File: config.mk
export PLATFORM = sky130hd
export DESIGN_NAME = apb_mem_responder
export DESIGN_NICKNAME = d
export VERILOG_FILES = /design/src/rtl/apb_mem_responder.sv
export SDC_FILE = /design/constraint.sdc
export NUM_CORES = 2
export LEC_CHECK = 0
export ABC_AREA = 0
export CAP_MARGIN = 0
export CORE_MARGIN = 3
export CORE_UTILIZATION = 64
export DETAILED_ROUTE_END_ITERATION = 6
export PLACE_DENSITY_LB_ADDON = 0.2
export SYNTH_ARGS = -nofsm -noshare
export SYNTH_HDL_FRONTEND = slang
export SYNTH_SLANG_ARGS = --single-unit
File: constraint.sdc
create_clock -name clk -period 3.2 [get_ports clk]
set_clock_uncertainty 0.2 [all_clocks]
set_input_delay 0.48 -clock clk [delete_from_list [all_inputs] [get_ports clk]]
set_output_delay 0.48 -clock clk [all_outputs]
set_load 0.005 [all_outputs]
File: src/rtl/apb_mem_responder.sv
// -----------------------------------------------------------------------------
// apb_mem_responder
//   Byte-wide wait-state memory that sits behind an APB slave. It captures one
//   read or write request, waits a programmable number of cycles, and then
//   pulses ready for exactly one cycle. On a read, rdata carries the word.
//
// Handshake: a request is valid in IDLE when ce=1 and exactly one of wren or
//   rden is high. The request is captured on that edge (E0). The master must
//   keep ce high until it sees ready. Dropping ce in WAIT aborts the request:
//   there is no write and no ready. ready is a registered one-cycle pulse in
//   the DONE state. The master drops ce by the edge that ends DONE. If ce is
//   still high in the following IDLE cycle, a new transaction starts.
//
// Ports
//   clk          in   clock, all state updates on the rising edge
//   reset        in   asynchronous, active-low reset
//   ce           in   chip enable (request valid while high)
//   wren, rden   in   write / read request
//   addr         in   word address (8 bits)
//   wdata        in   write data
//   rdata        out  read data, valid with ready after a read, then held
//   ready        out  one-cycle completion pulse
//   o_dbg_state  out  FSM state (0=IDLE, 1=WAIT, 2=DONE)
// -----------------------------------------------------------------------------
module apb_mem_responder #(
  parameter int          DEPTH     = 256,
  parameter int          READ_LAT  = 2,
  parameter int          WRITE_LAT = 1,
  parameter logic [7:0]  INIT_VAL  = 8'h00
) (
  input  logic       clk,
  input  logic       reset,
  input  logic       ce,
  input  logic       wren,
  input  logic       rden,
  input  logic [7:0] addr,
  input  logic [7:0] wdata,
  output logic [7:0] rdata,
  output logic       ready,
  output logic [1:0] o_dbg_state
);

  localparam int AW     = (DEPTH > 1) ? $clog2(DEPTH) : 1;
  localparam int MAXLAT = (READ_LAT > WRITE_LAT) ? READ_LAT : WRITE_LAT;
  localparam int CW     = $clog2(MAXLAT) + 1;

  localparam logic [CW-1:0] RD_CNT = CW'(READ_LAT - 1);
  localparam logic [CW-1:0] WR_CNT = CW'(WRITE_LAT - 1);
  localparam logic [8:0]    DEPTH9 = 9'(DEPTH);

  typedef enum logic [1:0] {
    IDLE = 2'd0,
    WAIT = 2'd1,
    DONE = 2'd2
  } state_t;

  state_t        r_state;
  logic [CW-1:0] r_cnt;
  logic          r_op_wr;
  logic [7:0]    r_addr;
  logic [7:0]    r_wdata;
  logic [7:0]    r_rdata;
  logic          r_ready;
  logic [7:0]    r_mem [DEPTH];

  logic          w_req;
  logic          w_in_range;
  logic [AW-1:0] w_idx;

  // Both enables high at once is an illegal request and is ignored.
  assign w_req      = ce & (wren ^ rden);
  // Only the captured address is used once the request is in flight.
  assign w_in_range = ({1'b0, r_addr} < DEPTH9);
  assign w_idx      = r_addr[AW-1:0];

  always_ff @(posedge clk or negedge reset) begin
    if (!reset) begin
      r_state <= IDLE;
      r_cnt   <= '0;
      r_op_wr <= 1'b0;
      r_addr  <= 8'h00;
      r_wdata <= 8'h00;
      r_rdata <= 8'h00;
      r_ready <= 1'b0;
      for (int i = 0; i < DEPTH; i++) begin
        r_mem[i] <= INIT_VAL;
      end
    end else begin
      case (r_state)
        IDLE: begin
          r_ready <= 1'b0;
          if (w_req) begin
            r_op_wr <= wren;
            r_addr  <= addr;
            r_wdata <= wdata;
            r_cnt   <= wren ? WR_CNT : RD_CNT;
            r_state <= WAIT;
          end
        end
        WAIT: begin
          if (!ce) begin
            // Abort: the request is dropped without a side effect.
            r_state <= IDLE;
          end else if (r_cnt != '0) begin
            r_cnt <= r_cnt - 1'b1;
          end else begin
            r_state <= DONE;
            r_ready <= 1'b1;
            if (r_op_wr) begin
              // An out-of-range write completes normally but changes nothing.
              if (w_in_range) begin
                r_mem[w_idx] <= r_wdata;
              end
            end else begin
              r_rdata <= w_in_range ? r_mem[w_idx] : 8'hFF;
            end
          end
        end
        DONE: begin
          r_ready <= 1'b0;
          r_state <= IDLE;
        end
        default: begin
          r_ready <= 1'b0;
          r_state <= IDLE;
        end
      endcase
    end
  end

  assign rdata       = r_rdata;
  assign ready       = r_ready;
  assign o_dbg_state = r_state;

endmodule

==> key figures <==
Drt
  • Total routed wirelength: 275300 um
  • Vias: 59862
  • Drt pass-1 iters: 6
  • Initial DRC Count: 5273
  • Via-to-Cell Ratio: 6.786
  • Wire length per cell: 31.20 um
  • Antenna viol nets, final: 0
  • DRC violation count after routing: 0

Power and ir drop
  • Pwr dens: 672.1 mW/mm^2
  • Leak pwr: 54.05 nW
  • Peak VDD IR: 624.0 uV

Finish
  • Nets@finish: 6755
  • Non-Filler Instances: 8822
  • Final Core Density: 76.56%
  • Share of layout cells above drive strength 1: 57.05%
  • Area grow syn2layout: 18.13%
  • Fill cell count: 8358
  • Commonest non-fill, non-tap cell in the layout: dfrtp_1
  • Most frequent cells in the layout: dfrtp_1, mux2_2, buf_4

Place
  • DPL Wire Length: 180600 um
  • Placed cells: 8382
  • IO Port Bufs: 31
  • Placer Congestion: 0.9646

Yosys
  • Syn. warnings: 0
  • Seq/Total Area, Yosys: 54.79%
  • Largest cells by area after synthesis: dfrtp_1, mux2_2, mux4_2, mux2i_1, clkbuf_1
  • Post-synth EDFFs: 0
  • Biggest area consumer among synthesized cells: dfrtp_1
  • Synthesized instance count: 6148
  • Syn Std Cell Area: 0.09490 sq mm
  • Syn Nets: 6170
  • Fraction of registers with async set/reset: 100.0%
  • Mean post-synth cell area: 15.44 sq um
  • Main synth FF type: dfrtp_1
  • Yosys reg bits: 2078
  • Synth top area share: 54.79%
  • Yosys cell types: 69

Timing
  • Crit share post-route: 102.8%
  • Hold slack: 0.03524 ns
  • Worst-Margin Slew: 1.207 ns
  • PnR worst setup slack: -0.08993 ns
  • Final Critical Period: 3.290 ns
  • Setup TNS: -0.1750 ns
  • Max Freq: 304.0 MHz
  • RSZ-0062 raised after global routing: yes
  • Final Setup Violations: 3
  • Slew Viols, Final: 0
  • Final hold vios: 0
  • Relative slew margins: 19.55%

Global routing
  • Total track usage: 36.52%
  • Initial antenna violation count: 7
  • Final global-route overflow total: 0
  • First-pass GRT wire length: 414200 um
  • Largest net degree at the start of global routing: 131
  • Vias in the first global route: 62881

Floorplanning
  • Die area: 0.1529 sq mm
  • Die Wd: 391.1 um
  • Row Count: 140
  • I/O pin total: 32
  • Initial Utilization: 64.81%
  • Vert. Die Dim: 391.1 um
  • Core ar.: 0.1464 sq mm

Setup path
  • WS Path Type: register to register
  • Endpoint class of the critical path: register
  • Startpoint types: register
  • Critical Path RT: 3.70 ns
  • Worst-path fanout max: 13
  • CP Data Arrival Time: 3.79 ns

Clock tree
  • Clk root buf: clkbuf_16
  • Clk Latency, worst-skew pair: 0.83 ns
  • H-tree levels: 4
  • CTS tree: yes
  • Clock buffer depth: 3
  • CTS Buf Count: 207
  • Clock transition at the registers of the reported paths: 0.06 ns
  • CTS Sinks: 2078

Min path
  • Tightest Hold Check Type: input port to async pin

Run status
  • Failing checks: negative setup slack
  • Outcome: finished with violations

Run
  • Max Cap Violations: 0
## critical path, cell delays in order (launching register included)
cell,delay (ns)
dfrtp_4,0.53
buf_12,0.18
buf_16,0.18
buf_12,0.19
mux4_2,0.52
nand3_1,0.11
nand4_1,0.31
o311a_1,0.53
o32a_1,0.36
## metal layers
layer | global-route usage, % | share of wire [%] | vias to the layer above
met4 | 17.71 | 5.7 | 4
li1 | - | - | 24134
met1 | 49.82 | 40 | 32400
met3 | 8.315 | 8.1 | 709
met2 | 56.20 | 47 | 2615
met5 | 0 | 0.0084 | -
## flip-flops by register name (all words and copies together) (netlist names)
| name | count |
|---|---|
| r_op_wr | 1 |
| r_wdata | 8 |
| o_dbg_state | 2 |
| r_addr | 8 |
| ready | 1 |
| r_mem | 2048 |
| rdata | 8 |
| r_cnt | 2 |
## cell families after synthesis
logic type,Yosys count,share of synthesized area (%)
buf+inv,463,2.257
simple gates,617,3.361
flops,2078,54.79
mux,2686,37.26
compound gates,302,2.305
fa+ha+maj,1,0.01318
xor+xnor,1,0.009231
## final cells by class
cell class	instances	area, sq um	area share [%]
Clock buffer	312	6231	5.558
Sequential cell	2078	52050	46.43
Multi-Input combinational cell	3607	41130	36.68
Tap cell	1917	2399	2.139
Timing Repair Buffer	833	9376	8.364
Clock inverter	68	902.1	0.8047
Inverter	6	26.28	0.02344
Antenna cell	1	2.502	0.002232
## synthesized netlist by cell type (22+ instances only)
| cell | number |
|---|---|
| buf_2 | 91 |
| a32oi_1 | 27 |
| o21ai_0 | 22 |
| nor2_2 | 142 |
| nand2_2 | 26 |
| a22oi_1 | 67 |
| buf_4 | 42 |
| a21oi_1 | 23 |
| mux2i_1 | 151 |
| nor2_1 | 88 |
| nor3_1 | 26 |
| nand3_1 | 55 |
| buf_1 | 23 |
| mux4_2 | 467 |
| o22ai_1 | 58 |
| nand2_1 | 194 |
| mux2_2 | 2060 |
| dfrtp_1 | 2078 |
| clkbuf_1 | 285 |
## repair_timing
| action | CTS | global route |
|---|---|---|
| hold endpoints to repair | 1293 | 0 |
| resized for setup | 40 | 47 |
| hold buffers | 1 | 0 |
| buffers inserted | 25 | 27 |
| setup endpoints to repair | 8 | 37 |
| pin swaps | 2 | 6 |
| gates cloned | 5 | 1 |
## metrics by stage
stage	power [mW]	worst slack (ns)	instance area [sq um]
5_1_grt	77.35	-0.06140	112100
3_5_place_dp	48.57	-0.2833	104000
3_3_place_gp	48.31	-0.2892	104000
2_1_floorplan	38.22	0.4603	94900
4_1_cts	74.56	-0.07344	111700
6_report	75.35	-0.08993	112100
## where the power goes
group | total, mW | switching, mW | internal (mW)
sequential | 28.1 | 1.40 | 26.7
combinational | 21.9 | 13.7 | 8.19
clock | 25.4 | 10.4 | 15.0
total | 75.3 | 25.5 | 49.9
## path summary, 6_finish.rpt
kind | depth (start not counted) | endpoint | from | slack [ns]
max | 8 | rdata[3] | r_addr[1] | -0.09
min | 2 | r_mem[855] | reset | 0.04
max reg2reg | 8 | rdata[3] | r_addr[1] | -0.09
min reg2reg | 1 | ready | ready | 0.29
max in group asynchronous | 4 | r_mem[1054] | reset | 1.45
min in group clk | 2 | r_wdata[2] | wdata[2] | 0.07
(Power assumes the default switching activity.)
